--- config.mk ---
export PLATFORM = sky130hd
export DESIGN_NAME = multicycle_ctrl
export DESIGN_NICKNAME = d
export VERILOG_FILES = /design/src/rtl/cpu_ctrl_pkg.sv /design/src/rtl/ctrl_decoder.sv /design/src/rtl/multicycle_ctrl.sv
export SDC_FILE = /design/constraint.sdc
export NUM_CORES = 1
export LEC_CHECK = 0
export CAP_MARGIN = 20
export CORE_MARGIN = 4
export CORE_UTILIZATION = 43
export CTS_CLUSTER_DIAMETER = 100
export DETAILED_ROUTE_END_ITERATION = 10
export PLACE_DENSITY_LB_ADDON = 0.3
export SLEW_MARGIN = 30
export SYNTH_ARGS = -nofsm -noshare
export SYNTH_HDL_FRONTEND = slang
export SYNTH_HIERARCHICAL = 1
export SYNTH_SLANG_ARGS = --single-unit
--- constraint.sdc ---
create_clock -name clk -period 3.5 [get_ports clk]
set_clock_uncertainty 0.15 [all_clocks]
set_input_delay 0.35 -clock clk [delete_from_list [all_inputs] [get_ports clk]]
set_output_delay 0.35 -clock clk [all_outputs]
set_load 0.05 [all_outputs]
--- src/rtl/cpu_ctrl_pkg.sv ---
// Shared types and constants for the multicycle CPU control unit.
package cpu_ctrl_pkg;

    typedef enum logic [2:0] {
        FETCH     = 3'd0,
        DECODE    = 3'd1,
        EXECUTE   = 3'd2,
        MEM       = 3'd3,
        WRITEBACK = 3'd4,
        HALT      = 3'd5
    } state_t;

    typedef enum logic [2:0] {
        CLS_RTYPE   = 3'd0,
        CLS_ADDI    = 3'd1,
        CLS_LOAD    = 3'd2,
        CLS_STORE   = 3'd3,
        CLS_BRANCH  = 3'd4,
        CLS_HALT    = 3'd5,
        CLS_ILLEGAL = 3'd6
    } instr_class_t;

    localparam logic [3:0] OP_ADD  = 4'b0000;
    localparam logic [3:0] OP_SUB  = 4'b0001;
    localparam logic [3:0] OP_SLL  = 4'b0010;
    localparam logic [3:0] OP_AND  = 4'b0011;
    localparam logic [3:0] OP_ADDI = 4'b0100;
    localparam logic [3:0] OP_LW   = 4'b0101;
    localparam logic [3:0] OP_SW   = 4'b0110;
    localparam logic [3:0] OP_BEQ  = 4'b0111;
    localparam logic [3:0] OP_HALT = 4'b1111;

    localparam logic [2:0] ALU_ADD = 3'b010;
    localparam logic [2:0] ALU_SUB = 3'b110;
    localparam logic [2:0] ALU_SLL = 3'b011;
    localparam logic [2:0] ALU_AND = 3'b000;

endpackage

--- src/rtl/ctrl_decoder.sv ---
// Opcode decoder: instruction class, ALU operation and ALU operand select.
module ctrl_decoder
    import cpu_ctrl_pkg::*;
(
    input  logic [3:0] opcode,
    output logic [2:0] instr_class,
    output logic [2:0] alu_control,
    output logic       alu_src
);

    // Unknown opcodes fall through to the illegal class with a harmless add.
    always_comb begin
        instr_class = CLS_ILLEGAL;
        alu_control = ALU_ADD;
        alu_src     = 1'b0;
        case (opcode)
            OP_ADD: begin
                instr_class = CLS_RTYPE;
                alu_control = ALU_ADD;
            end
            OP_SUB: begin
                instr_class = CLS_RTYPE;
                alu_control = ALU_SUB;
            end
            OP_SLL: begin
                instr_class = CLS_RTYPE;
                alu_control = ALU_SLL;
            end
            OP_AND: begin
                instr_class = CLS_RTYPE;
                alu_control = ALU_AND;
            end
            OP_ADDI: begin
                instr_class = CLS_ADDI;
                alu_src     = 1'b1;
            end
            OP_LW: begin
                instr_class = CLS_LOAD;
                alu_src     = 1'b1;
            end
            OP_SW: begin
                instr_class = CLS_STORE;
                alu_src     = 1'b1;
            end
            OP_BEQ: begin
                instr_class = CLS_BRANCH;
                alu_control = ALU_SUB;
            end
            OP_HALT: begin
                instr_class = CLS_HALT;
            end
            default: begin
                instr_class = CLS_ILLEGAL;
            end
        endcase
    end

endmodule

--- src/rtl/multicycle_ctrl.sv ---
// Multicycle CPU control FSM with memory-wait timeout and bus-error halt.
module multicycle_ctrl
    import cpu_ctrl_pkg::*;
#(
    parameter int TIMEOUT_CYCLES = 16
)
(
    input  logic        clk,
    input  logic        reset,
    input  logic [15:0] instr,
    input  logic        mem_ready,
    input  logic        zero_flag,
    output logic        pc_write,
    output logic        pc_branch,
    output logic        ir_write,
    output logic        mem_read,
    output logic        mem_write,
    output logic        reg_write,
    output logic        mem_to_reg,
    output logic        flag_aluSrc,
    output logic [2:0]  alu_control_out,
    output logic        halted,
    output logic        bus_error,
    output logic        illegal_op,
    output logic [2:0]  state_dbg
);

    localparam int CNT_W = $clog2(TIMEOUT_CYCLES + 1);

    state_t            state;
    state_t            state_next;
    logic [CNT_W-1:0]  wait_cnt;
    logic [CNT_W-1:0]  wait_cnt_next;
    logic [3:0]        op_latched;
    logic              bus_err_q;
    logic              bus_err_set;
    logic              timeout;

    logic [3:0]        dec_opcode;
    logic [2:0]        dec_class;
    logic [2:0]        dec_alu;
    logic              dec_src;

    logic              pc_write_c;
    logic              pc_branch_c;
    logic              ir_write_c;
    logic              mem_read_c;
    logic              mem_write_c;
    logic              reg_write_c;
    logic              mem_to_reg_c;
    logic              alu_src_c;
    logic [2:0]        alu_c;
    logic              halted_c;
    logic              illegal_c;

    // Register operand fields belong to the datapath, not the controller.
    logic              unused_fields;
    assign unused_fields = ^instr[11:0];

    // DECODE classifies the fresh IR; later states see only the latched opcode.
    assign dec_opcode = (state == DECODE) ? instr[15:12] : op_latched;

    ctrl_decoder u_decoder (
        .opcode      (dec_opcode),
        .instr_class (dec_class),
        .alu_control (dec_alu),
        .alu_src     (dec_src)
    );

    // The final unanswered cycle is the one that would bring the count to the limit.
    assign timeout = (wait_cnt == CNT_W'(TIMEOUT_CYCLES - 1));

    // State, wait counter, latched opcode and sticky bus-error flag.
    always_ff @(posedge clk) begin
        if (reset) begin
            state      <= FETCH;
            wait_cnt   <= '0;
            op_latched <= OP_ADD;
            bus_err_q  <= 1'b0;
        end else begin
            state    <= state_next;
            wait_cnt <= wait_cnt_next;
            if (state == DECODE) begin
                op_latched <= instr[15:12];
            end
            if (bus_err_set) begin
                bus_err_q <= 1'b1;
            end
        end
    end

    // Count consecutive stalled handshake cycles; any completion or state change clears it.
    always_comb begin
        wait_cnt_next = '0;
        if ((state == FETCH || state == MEM) && !mem_ready && state_next == state) begin
            if (wait_cnt != CNT_W'(TIMEOUT_CYCLES)) begin
                wait_cnt_next = wait_cnt + CNT_W'(1);
            end else begin
                wait_cnt_next = wait_cnt;
            end
        end
    end

    // Next-state and raw strobe generation before the reset gate.
    always_comb begin
        state_next   = state;
        bus_err_set  = 1'b0;
        pc_write_c   = 1'b0;
        pc_branch_c  = 1'b0;
        ir_write_c   = 1'b0;
        mem_read_c   = 1'b0;
        mem_write_c  = 1'b0;
        reg_write_c  = 1'b0;
        mem_to_reg_c = 1'b0;
        alu_src_c    = 1'b0;
        alu_c        = ALU_AND;
        halted_c     = 1'b0;
        illegal_c    = 1'b0;
        case (state)
            FETCH: begin
                mem_read_c = 1'b1;
                if (mem_ready) begin
                    ir_write_c = 1'b1;
                    pc_write_c = 1'b1;
                    state_next = DECODE;
                end else if (timeout) begin
                    bus_err_set = 1'b1;
                    state_next  = HALT;
                end
            end
            DECODE: begin
                if (dec_class == CLS_HALT) begin
                    state_next = HALT;
                end else if (dec_class == CLS_ILLEGAL) begin
                    illegal_c  = 1'b1;
                    state_next = FETCH;
                end else begin
                    state_next = EXECUTE;
                end
            end
            EXECUTE: begin
                alu_c     = dec_alu;
                alu_src_c = dec_src;
                if (dec_class == CLS_BRANCH) begin
                    pc_write_c  = zero_flag;
                    pc_branch_c = zero_flag;
                    state_next  = FETCH;
                end else if (dec_class == CLS_LOAD || dec_class == CLS_STORE) begin
                    state_next = MEM;
                end else if (dec_class == CLS_RTYPE || dec_class == CLS_ADDI) begin
                    state_next = WRITEBACK;
                end else begin
                    state_next = FETCH;
                end
            end
            MEM: begin
                alu_c       = dec_alu;
                alu_src_c   = dec_src;
                mem_read_c  = (dec_class == CLS_LOAD);
                mem_write_c = (dec_class != CLS_LOAD);
                if (mem_ready) begin
                    state_next = (dec_class == CLS_LOAD) ? WRITEBACK : FETCH;
                end else if (timeout) begin
                    bus_err_set = 1'b1;
                    state_next  = HALT;
                end
            end
            WRITEBACK: begin
                alu_c        = dec_alu;
                alu_src_c    = dec_src;
                reg_write_c  = 1'b1;
                mem_to_reg_c = (dec_class == CLS_LOAD);
                state_next   = FETCH;
            end
            HALT: begin
                halted_c = 1'b1;
            end
            default: begin
                state_next = FETCH;
            end
        endcase
    end

    assign pc_write        = pc_write_c   & ~reset;
    assign pc_branch       = pc_branch_c  & ~reset;
    assign ir_write        = ir_write_c   & ~reset;
    assign mem_read        = mem_read_c   & ~reset;
    assign mem_write       = mem_write_c  & ~reset;
    assign reg_write       = reg_write_c  & ~reset;
    assign mem_to_reg      = mem_to_reg_c & ~reset;
    assign flag_aluSrc     = alu_src_c    & ~reset;
    assign alu_control_out = reset ? 3'b000 : alu_c;
    assign halted          = halted_c     & ~reset;
    assign illegal_op      = illegal_c    & ~reset;
    assign bus_error       = bus_err_q & (state == HALT) & ~reset;
    assign state_dbg       = reset ? 3'b000 : state;

endmodule

After elaboration in Yosys (flattened, before gate mapping):

Index checks and enable logic that the tools add are counted.

* register bits after elaboration: 13
* bits of input ports: 20
* word-level logic and storage cells: 91

* add/subtract/negate cells: 1
* equality and inequality tests: 23
* mux-type cells: 34
* bitwise operators: 14
* reduce and logical (&&, ||, !) cells: 15

Operator list (count)
* two-way mux 3 bit: 11
* one-hot mux 3 bit (6 select lines): 1
* equality test 4 x 3 -> 1 bit (second input constant): 4
* two-way mux 1 bit: 16
* equality test 3 bit (second input constant): 5
* one-hot mux 3 bit (5 select lines): 1
* AND 1 bit: 12
* equality test 3 x 2 -> 1 bit (second input constant): 4
* one-hot mux 3 bit (3 select lines): 1
* equality test 4 x 2 -> 1 bit (second input constant): 2
* equality test 3 x 1 -> 1 bit (second input constant): 2
* logical NOT 3 bit: 2
* OR reduction 2 bit: 3
* OR reduction 3 bit: 2
* adder 5 x 1 -> 5 bit (second input constant): 1
* equality test 5 x 4 -> 1 bit (second input constant): 1
* inequality test 5 bit (second input constant): 1
* equality test 4 x 1 -> 1 bit (second input constant): 1
* equality test 4 bit (second input constant): 1
* logical NOT 4 bit: 1
* two-way mux 4 bit: 1
* one-hot mux 1 bit (2 select lines): 2
* OR reduction 4 bit: 1
* equality test 3 bit: 1
* 6 further kinds: 10

Depth between registers and ports, before layout:

Gate-level depths: netlist (run 1).

* word-level depth: 15
* depth in mapped cells: 10
* depth with buffers taken out: 9

Modules after synthesis:

Netlist (run 1), hierarchy kept.

By module, submodules not included
* multicycle_ctrl: instances 1, cells each 102, area each 883.3 µm², sequential area each 260.2 µm²
* ctrl_decoder: instances 1, cells each 14, area each 86.3 µm², sequential area each 0.0 µm²

Worst setup path after synthesis (run 1):

OpenSTA, ideal clock, no wires.

* path type: register to output
* start: register state[0]
* end: output pc_write
* data arrival time: 2589 ps
* required time: 3000 ps
* slack: 411 ps
* cell stages (with the launch flop): 10
* path buffers: 1
* cell sequence: dfxtp_1 buf_2 nand2b_4 nor2_4 mux2_1 and3_1 or2_1 nor2b_1 and4_1 or2_2

* longest elaborated chain between the ends: 9

Ends and longest elaborated chain
* start, declared: line multicycle_ctrl.sv:30 `state_t state;`
* start signal, assigned: line multicycle_ctrl.sv:81 `state <= state_next;`
* equality test 3 x 1 -> 1 bit (*): line multicycle_ctrl.sv:61 `assign dec_opcode = (state == DECODE) ? instr[15:12] : op_latched;`
* two-way mux 4 bit (*)
* via dec_opcode[2]: line multicycle_ctrl.sv:39 `logic [3:0] dec_opcode;`
* equality test 4 x 1 -> 1 bit (tied with other cells): line ctrl_decoder.sv:16 `case (opcode)`
* OR reduction 4 bit (no line)
* one-hot mux 3 bit (6 select lines) (*): line ctrl_decoder.sv:16
* via dec_class[2]: line multicycle_ctrl.sv:40 `logic [2:0] dec_class;`
* equality test 3 bit (*): line multicycle_ctrl.sv:144 `if (dec_class == CLS_BRANCH) begin`
* two-way mux 1 bit (*): line multicycle_ctrl.sv:144
* one-hot mux 1 bit (2 select lines) (*): line multicycle_ctrl.sv:119 `case (state)`
* AND 1 bit (*): line multicycle_ctrl.sv:184 `assign pc_write = pc_write_c & ~reset;`
* end, declared: line multicycle_ctrl.sv:13 `output logic pc_write,`

The timed path passes the listed nets; every way through them passes the cells marked *.

Worst setup path in the final report (run 1):

* start: register state[1]
* end: output pc_write

The elaborated chain is that of the path after synthesis.

==> summary.md, run 1 <==
| Metric | Value |
|---|---|
| Status | complete, no violations |
| Most common cell after layout, fill and taps aside | clkdlybuf4s50_1 |
| Total power | 0.658 mW |
| Setup TNS | 0 ns |
| Synthesized Nets | 139 |
| Drt total wl | 2050 microns |
| Cell variety after synth | 41 |
| Crit share post-route | 0.917 |
| Share of layout cells above drive strength 1 | 0.183 |
| Clock transition at the registers of the reported paths | 0.08 ns |
| Leak | 0.546 nW |
| CP max stage cell | mux2_1 |
| Final Net Count | 166 |
| Worst endpoint required time | 3.00 ns |
| Ys Warns | 6 |
| Initial antenna violation count | 0 |
| Peak supply drop | 0.248 mV |
| Worst slew pin tran | 0.515 ns |
| Final core occ | 0.625 |
| Die Y | 55.5 microns |
| First-pass GRT wire length | 3460 microns |
| CTS root buf | clkbuf_4 |
| Total GRT Usage | 0.139 |
| Slew headroom | 0.656 |
| Setup ws final | 0.289 ns |
| Gate Count Post-Synth | 116 |
| Post-synth EDFFs | 0 |
| Pwr/cell area | 515 mW/mm^2 |
| Ant diodes | 0 |
| Crit path DAT | 2.71 ns |
| Final Setup Violations | 0 |
| FP Rows | 16 |
| Initial core utilization | 0.475 |
| #FFs+latches synth | 13 |
| Register area share after synthesis | 0.268 |
| M1 wire length | 881 microns |
| Placed cell count | 165 |
| Count of maximum capacitance violations | 0 |
| Mux contribution to synthesized area | 0.0671 |
| CP startpoint kind | flop |
| Vias in the first global route | 825 |
| Fin crit period | 3.21 ns |
| Post-CTS Resized | 0 |
| Synth Area in Compound Gates | 0.0916 |
| Pre-CTS setup slack | 0.400 ns |
| RSZ-0062 raised after global routing | false |
| Placer Congestion | 0.836 |
| Routed Antenna Nets | 0 |
| Main synth FF type | dfxtp_1 |
| DR WL met2 | 1000 microns |
| Clk Latency, worst-skew pair | 0.28 ns |
| Clock buffer depth | 2 |
| CTS buffer count | 3 |
| Syn_area_per_cell | 8.36 sq um |
| Hold buffer count at cts | 0 |
| Fin cells | 169 |
| Crit path max fanout | 8 |
| Simple-Gate Fraction of Synth Area | 0.436 |
| Critical path class | flop to output port |
| Commonest non-fill, non-tap cells in the layout | 18 x clkdlybuf4s50_1, 14 x nor2_1, 12 x dfxtp_1, 9 x nor2b_1, 7 x inv_1 |
| Synth Area in XOR/XNOR | 0.0452 |
| Vias/cell | 5.34 |
| Residual DRC | 0 |
| Clk sinks | 13 |
| Fmax | 311 MHz |
| Post-DP HPWL | 1610 microns |
| CP cell instances | nand2b_4 -> nor2_4 -> mux2_1 -> and3_1 -> or2_1 -> nor2b_1 -> and4_1 -> or2_2 -> buf_4 |
| Top-Level Pins | 37 |
| Total vias in the final route | 903 |
| Die area | 0.00308 sq mm |
| GRT overflow | 0 |
| CP delay by family, top | simple AND/OR/NAND/NOR gates |
| Total iterations of the first detailed-routing run | 4 |
| Port bufs | 24 |
| Core area | 0.00204 sq mm |
| Die W | 55.5 microns |
| Iter 0 DRT Violations | 11 |
| H-tree depth | 1 |
| Largest family of logic cells by synthesized area | simple AND/OR/NAND/NOR gates |
| Largest net degree at the start of global routing | 15 |
| Fin. max-slew vios | 0 |
| Crit path buf inv count | 1 |
| Critical Path Sink Type | output port |
| Final hold vios | 0 |
| Area Overhead vs Synth | 31.6% |
| Top routing layer in use | met4 |
| TritonCTS clock tree | built |
| Setup Buffers After CTS | 0 |
| Post-Synth Adder-Cell Area | 0.0387 |
| Worst hold-check path type | flop to flop |
| Max stage delay on crit path | 0.44 ns |
| Routed length per instance | 12.1 microns |
| DR WL met3 | 110 microns |
| Mapped cell area | 970 sq um |
| Ys async rst share | 0 |
worst reg2reg max path: cells and delay by family, from the launching register on:
kind	cells	cell delay (ns)
and+or+nand+nor	7	1.64
muxes	1	0.44
DFF	1	0.32
final cells by class:
type / instances / area, sq um
fill: 202 / 766
multi-input combinational: 92 / 662
timing repair buffer: 26 / 265
sequential: 13 / 262
tap: 27 / 33.8
inverter: 7 / 26.3
clock buffer: 3 / 22.5
clock inverter: 1 / 5.00
cells by family (layout without fill, tap and decap cells):
logic type      count (synthesis)  in the layout
compound gates                 14             14
flops                          13             13
fa+ha+maj                       3              3
xor+xnor                        5              5
simple gates                   64             64
mux                             6              6
buf+inv                        11             37
worst paths after layout:
path                          startpoint                endpoint  slack [ns]  cells after the start
hold reg to reg   bus_err_q$_SDFFE_PP0P_  bus_err_q$_SDFFE_PP0P_        0.31                      2
setup reg to reg     state[1]$_SDFF_PP0_     state[2]$_SDFF_PP0_        0.90                      8
hold / removal    bus_err_q$_SDFFE_PP0P_  bus_err_q$_SDFFE_PP0P_        0.31                      2
setup / recovery     state[1]$_SDFF_PP0_                pc_write        0.29                      9
metrics by stage:
| step | hold slack [ns] | cell area, sq um |
|---|---|---|
| after global placement | 0.295 | 1240 |
| after CTS | 0.318 | 1270 |
| after global routing | 0.341 | 1280 |
| after floorplan | 0.283 | 970 |
| final | 0.311 | 1280 |
| after detailed placement | 0.305 | 1240 |
cells in the mapped netlist (3+ instances only):
master   count  area (sq um)
a21oi_1      7          35.0
and2_1       5          31.3
and3_1       6          37.5
dfxtp_1     13           260
ha_1         3          37.5
inv_1        7          26.3
mux2_1       3          33.8
nand2_1      5          18.8
nor2_1      14          52.6
nor2b_1      9          56.3
xnor2_1      4          35.0
state kept, by name (all words and copies together) (netlist names):
| register | count |
|---|---|
| wait_cnt | 5 |
| bus_err_q | 1 |
| state | 3 |
| op_latched | 4 |
layer usage:
metal / track usage / vias up
li1: - / 454
met1: 0.147 / 424
met2: 0.245 / 19
met3: 0.0513 / 6
met4: 0.0590 / 0
met5: 0 / -
report_power, final:
group | internal, mW | leakage [nW] | switching (mW) | total (mW)
combinational | 0.160 | 0.422 | 0.220 | 0.380
sequential | 0.168 | 0.106 | 0.0165 | 0.184
clock | 0.0425 | 0.0177 | 0.0510 | 0.0934
Note: power is estimated with default switching activity, not from simulation.
==> inputs of run 2 (changes only) <==
Settings changed: CTS_CLUSTER_DIAMETER 100 to 40, REMOVE_ABC_BUFFERS from default to 1, SLEW_MARGIN 30 to 10.
==> run 2 against run 1 <==
Sequential power hardly changed. Clock power is 2% lower. Utilization is 0.061 points lower. Non-clock buffer count stayed put. Design area hardly changed. Register-to-register slack worse by 0.04 ns. Sequential share of layout area is 0.078 points lower. Power is 0.95% lower. Die area stayed put. Via count is 1.2% lower. First-iteration DRC count is 27% higher. Critical path type unchanged. Highest routed layer unchanged.
==> summary.md, run 2 (synthesized netlist as in run 1, its figures left out) <==
| Metric | Value |
|---|---|
| Status | complete, no violations |
| Clock buffer depth | 2 (unchanged) |
| RSZ-0062 raised after global routing | false |
| Worst endpoint required time | 3.00 ns (about the same) |
| Top-Level Pins | 37 (unchanged) |
| Die W | 55.5 microns (unchanged) |
| Peak supply drop | 0.267 mV (+7.6%) |
| Critical Path Sink Type | output port |
| Die Y | 55.5 microns (unchanged) |
| FP Rows | 16 (unchanged) |
| Ant diodes | 0 (unchanged) |
| Largest net degree at the start of global routing | 15 (unchanged) |
| GRT overflow | 0 (unchanged) |
| Setup TNS | 0 ns (unchanged) |
| Area Overhead vs Synth | 31.5% (about the same) |
| CTS buffer count | 3 (unchanged) |
| Total vias in the final route | 892 (-1.2%) |
| Worst hold-check path type | flop to flop |
| Most common cell after layout, fill and taps aside | clkdlybuf4s50_1 |
| Largest regs | wait_cnt: 5 flops, op_latched: 4 flops, state: 3 flops |
| R2r endpoint | state[2]$_SDFF_PP0_ |
| Clock transition at the registers of the reported paths | 0.08 ns (about the same) |
| RR Startpoint | state[2]$_SDFF_PP0_ |
| H-tree depth | 1 (unchanged) |
| Initial core utilization | 0.475 (unchanged) |
| Worst slew pin tran | 0.511 ns (-0.00316 ns) |
| Critical path class | flop to output port |
| Fin. max-slew vios | 0 (unchanged) |
| Crit path DAT | 2.76 ns (+0.05 ns) |
| Routed length per instance | 12.2 microns (+0.63%) |
| Biggest register | wait_cnt |
| Fin crit period | 3.26 ns (+0.0480 ns) |
| Iter 0 DRT Violations | 14 (+3) |
| Placer Congestion | 0.822 (-1.7%) |
| Worst hold stages | 2 (unchanged) |
| CTS root buf | clkbuf_4 |
| WHS Endpoint | bus_err_q$_SDFFE_PP0P_ |
| Core area | 0.00204 sq mm (unchanged) |
| Post-DP HPWL | 1630 microns (+1.3%) |
| Residual DRC | 0 (unchanged) |
| Total power | 0.651 mW (-0.95%) |
| Die area | 0.00308 sq mm (unchanged) |
| Final Setup Violations | 0 (unchanged) |
| Pwr/cell area | 511 mW/mm^2 (-0.85%) |
| Crit share post-route | 0.931 (+0.0137) |
| Worst Min Path Start | bus_err_q$_SDFFE_PP0P_ |
| Commonest non-fill, non-tap cells in the layout | 18 x clkdlybuf4s50_1, 14 x nor2_1, 13 x dfxtp_1, 9 x nor2b_1, 7 x inv_1 |
| Hold buffer count at cts | 0 (unchanged) |
| Slew headroom | 0.658 (+0.00211) |
| Final hold vios | 0 (unchanged) |
| Crit path max fanout | 11 (+3) |
| CP startpoint kind | flop |
| Routed Antenna Nets | 0 (unchanged) |
| TritonCTS clock tree | built |
| Vias in the first global route | 861 (+4.4%) |
| Total iterations of the first detailed-routing run | 4 (unchanged) |
| FF-to-FF setup slack | 0.86 ns (-0.04 ns) |
| Vias/cell | 5.28 (-1.2%) |
| # fillers | 197 (-2.5%) |
| Final Net Count | 166 (unchanged) |
| Clk Latency, worst-skew pair | 0.28 ns (about the same) |
| Clk sinks | 13 (unchanged) |
| Drt total wl | 2060 microns (+0.63%) |
| Port bufs | 24 (unchanged) |
| Count of maximum capacitance violations | 0 (unchanged) |
| Worst R2R Path Depth | 7 (-1) |
| Leak | 0.546 nW (about the same) |
| Fmax | 307 MHz (-1.5%) |
| Max reg flops | 5 (unchanged) |
| First-pass GRT wire length | 3640 microns (+5.4%) |
| Share of layout cells above drive strength 1 | 0.176 (-0.00704) |
| Initial antenna violation count | 0 (unchanged) |
| Total GRT Usage | 0.143 (+0.00357) |
-- run 2: cell count changes in the layout (fill, tap and decap cells not counted) --
cell / previous run / this run
dfxtp_1: 12 / 13
dfxtp_2: 1 / 0
-- run 2: layout make-up --
type | instances | area, sq um | share of cell area
Multi-Input combinational cell | 92 | 662 | 0.519
Inverter | 7 | 26.3 | 0.0206
Tap cell | 27 | 33.8 | 0.0265
Clock inverter | 1 | 5.00 | 0.00393
Timing Repair Buffer | 26 | 265 | 0.208
Clock buffer | 3 | 22.5 | 0.0177
Sequential cell | 13 | 260 | 0.204
-- run 2: how the worst max path moves through the flow --
stage                        startpoint  endpoint  slack (ns)  cells after the start
finish              state[2]$_SDFF_PP0_  pc_write        0.24                      8
global route        state[2]$_SDFF_PP0_  pc_write        0.06                      8
CTS                 state[2]$_SDFF_PP0_  mem_read        0.14                      8
detailed placement            instr[14]  mem_read        0.40                      8
global placement              instr[14]  mem_read        0.47                      8
floorplan           state[0]$_SDFF_PP0_  pc_write        0.38                      8
-- run 2: per-stage QoR --
stage,hold WS [ns],worst slack [ns],cell area (sq um),std cells,util
after floorplan,0.269,0.381,945,112,-
after global placement,0.297,0.467,1240,165,0.609
after detailed placement,0.303,0.399,1240,165,0.609
after CTS,0.315,0.139,1270,169,0.623
after global routing,0.334,0.0607,1270,169,0.624
final,0.312,0.241,1270,169,0.624
-- run 2: repair_timing --
item / 4_1_cts / 5_1_grt
gates resized for setup: 0 / 1
endpoints found under the setup margin: 0 / 2
setup buffers: 0 / 0
-- run 2: routing by layer --
metal | routed length, microns | track usage
met4 | 18 | 0.0486
met1 | 881 | 0.159
met2 | 1060 | 0.252
met5 | 0 | 0
met3 | 105 | 0.0466
-- run 2: power by group --
part           internal (mW)  switching, mW
Clock                 0.0424         0.0493
Sequential             0.167         0.0167
Combinational          0.159          0.216
Total                  0.369          0.282
-- run 2: worst max-delay path, cell delays in order, from the launching register on --
cell and delay (ns):
dfxtp_1 0.58, nor2_4 0.11, mux2_1 0.43, and3_1 0.25, or2_1 0.28, nor2b_1 0.17, and4_1 0.20, or2_2 0.27
buf_4 0.19
==> inputs of run 3 (changes only) <==
Settings changed: GPL_TIMING_DRIVEN from default to 0.
==> run 3 against run 2 <==
Sequential power grew 10%. Register-to-register slack got worse by 0.02 ns. Highest routed layer unchanged. Critical endpoint unchanged. Via count grew 0.11%. Sequential share of layout area up 0.87 points. Design area is 2.3% lower. First-iteration DRC count decreased by 57%. Worst setup slack worse by 0.045 ns. Cell count shrank 1.2%. Global-route usage increased by 0.21 points. Utilization is 1.4 points lower.
==> summary.md, run 3 (synthesized netlist as in run 1, its figures left out) <==
| Metric | Value |
|---|---|
| Crit path max fanout | 10 (-1) |
| Die Y | 55.5 microns (unchanged) |
| Total power | 0.638 mW (-2.1%) |
| Total GRT Usage | 0.145 (+0.00213) |
| Cell area after layout | 0.00125 sq mm (-2.3%) |
| Routed length per instance | 12.8 microns (+4.5%) |
| Biggest register | wait_cnt |
| Die area | 0.00308 sq mm (unchanged) |
| Top routing layer in use | met4 |
| Vias in the first global route | 831 (-3.5%) |
| Worst slew pin tran | 0.503 ns (-0.00826 ns) |
| Status | complete, no violations |
| Clock transition at the registers of the reported paths | 0.08 ns (about the same) |
| Clk sinks | 13 (unchanged) |
| Peak supply drop | 0.241 mV (-9.7%) |
| DR WL met2 | 1130 microns (+6.2%) |
| Clk Latency, worst-skew pair | 0.28 ns (about the same) |
| Pre-CTS setup slack | -0.340 ns (-0.739 ns) |
| Commonest non-fill, non-tap cells in the layout | 18 x clkdlybuf4s50_1, 14 x nor2_1, 11 x dfxtp_1, 9 x nor2b_1, 7 x inv_1 |
| Share of layout cells above drive strength 1 | 0.179 (+0.00252) |
| GRT overflow | 0 (unchanged) |
| Largest net degree at the start of global routing | 15 (unchanged) |
| Setup ws final | 0.196 ns (-0.0452 ns) |
| Total vias in the final route | 893 (+0.11%) |
| Total iterations of the first detailed-routing run | 3 (-1) |
| Pwr/cell area | 512 mW/mm^2 (+0.12%) |
| Iter 0 DRT Violations | 6 (-8) |
| Most common cell after layout, fill and taps aside | clkdlybuf4s50_1 |
| Port bufs | 24 (unchanged) |
| Max stage delay on crit path | 0.42 ns (-0.16 ns) |
| Crit path DAT | 2.80 ns (+0.04 ns) |
| Count of maximum capacitance violations | 0 (unchanged) |
| Final Net Count | 164 (-1.2%) |
| CP max stage cell | mux2_2 |
| Post-DP HPWL | 1590 microns (-2.6%) |
| # fillers | 201 (+2.0%) |
| FP Rows | 16 (unchanged) |
| Worst hold-check path type | flop to flop |
| M1 wire length | 904 microns (+2.6%) |
| Ant diodes | 0 (unchanged) |
| First-pass GRT wire length | 3670 microns (+0.74%) |
| Final hold vios | 0 (unchanged) |
| H-tree depth | 1 (unchanged) |
| CP cell instances | nand2b_4 -> nor2_4 -> mux2_2 -> and3_1 -> or2_1 -> nor2b_1 -> and4_1 -> or2_2 -> buf_2 |
| Fmax | 303 MHz (-1.4%) |
| RSZ-0062 raised after global routing | false |
| CTS buffer count | 3 (unchanged) |
| Largest regs | wait_cnt: 5 flops, op_latched: 4 flops, state: 3 flops |
| Worst endpoint required time | 3.00 ns (about the same) |
| Core area | 0.00204 sq mm (unchanged) |
| Fin. max-slew vios | 0 (unchanged) |
| Cell Area, Placed | 0.00122 sq mm (-2.0%) |
| Crit share post-route | 0.944 (+0.0129) |
| Die W | 55.5 microns (unchanged) |
| Vias/cell | 5.35 (+1.3%) |
| Drt total wl | 2130 microns (+3.3%) |
| Initial antenna violation count | 0 (unchanged) |
| Max reg flops | 5 (unchanged) |
| Residual DRC | 0 (unchanged) |
| Clock buffer depth | 2 (unchanged) |
| Initial core utilization | 0.475 (unchanged) |
| Setup Buffers After CTS | 0 (unchanged) |
| Area Overhead vs Synth | 28.5% |
| Placer Congestion | 0.852 (+3.7%) |
| Leak | 0.531 nW (-2.7%) |
| Critical path class | flop to output port |
| CTS root buf | clkbuf_4 |
| CP startpoint kind | flop |
| DR WL met3 | 84 microns (-20%) |
| TritonCTS clock tree | built |
| Critical Path Sink Type | output port |
| Slew headroom | 0.664 (+0.00553) |
| Routed Antenna Nets | 0 (unchanged) |
| Top-Level Pins | 37 (unchanged) |
| Fin crit period | 3.30 ns (+0.0452 ns) |
| Final Setup Violations | 0 (unchanged) |
==> run 3: per-stage QoR <==
step | setup TNS, ns | std cells | hold slack (ns) | utilization
after global routing | 0 | 167 | 0.340 | 0.610
final | 0 | 167 | 0.314 | 0.610
after global placement | -0.679 | 163 | 0.296 | 0.597
after floorplan | 0 | 112 | 0.269 | -
after CTS | 0 | 167 | 0.319 | 0.613
after detailed placement | -0.970 | 163 | 0.307 | 0.597
==> run 3: worst max-delay path: cells and delay by family, from the launching register on <==
kind                   cells  cell delay, ns
and+or+nand+nor            7            1.51
muxes                      1            0.42
DFF                        1            0.38
buffers and inverters      1            0.21
==> run 3: report_power, final <==
part | internal (mW) | switching (mW) | leakage (nW) | total, mW
clock | 0.0424 | 0.0506 | 0.0177 | 0.0930
combinational | 0.143 | 0.199 | 0.406 | 0.341
sequential | 0.170 | 0.0331 | 0.107 | 0.203
total | 0.355 | 0.282 | 0.531 | 0.638
==> run 3: layer usage <==
| metal | GRT usage | up-vias |
|---|---|---|
| met3 | 0.0466 | 4 |
| met4 | 0.0417 | 0 |
| met5 | 0 | - |
| li1 | - | 451 |
| met2 | 0.258 | 13 |
| met1 | 0.162 | 425 |
==> run 3: cell type report <==
class | count | area, sq um | share of cell area
sequential | 13 | 265 | 0.213
tap | 27 | 33.8 | 0.0271
timing repair buffer | 24 | 224 | 0.180
clock buffer | 3 | 22.5 | 0.0181
multi-input combinational | 92 | 669 | 0.537
clock inverter | 1 | 5.00 | 0.00402
inverter | 7 | 26.3 | 0.0211
==> run 3: final timing paths <==
| check | start | end | slack, ns | cells after the start |
|---|---|---|---|---|
| setup / recovery | state[1]$_SDFF_PP0_ | pc_write | 0.20 | 9 |
| hold reg to reg | bus_err_q$_SDFFE_PP0P_ | bus_err_q$_SDFFE_PP0P_ | 0.31 | 2 |
| hold / removal | bus_err_q$_SDFFE_PP0P_ | bus_err_q$_SDFFE_PP0P_ | 0.31 | 2 |
| setup reg to reg | state[1]$_SDFF_PP0_ | state[2]$_SDFF_PP0_ | 0.84 | 8 |
==> run 3: repair_timing <==
item / in CTS / in global routing
cloned: 0 / 0
hold buffers: 0 / 0
endpoints found under the setup margin: 6 / 4
gates resized for setup: 15 / 10
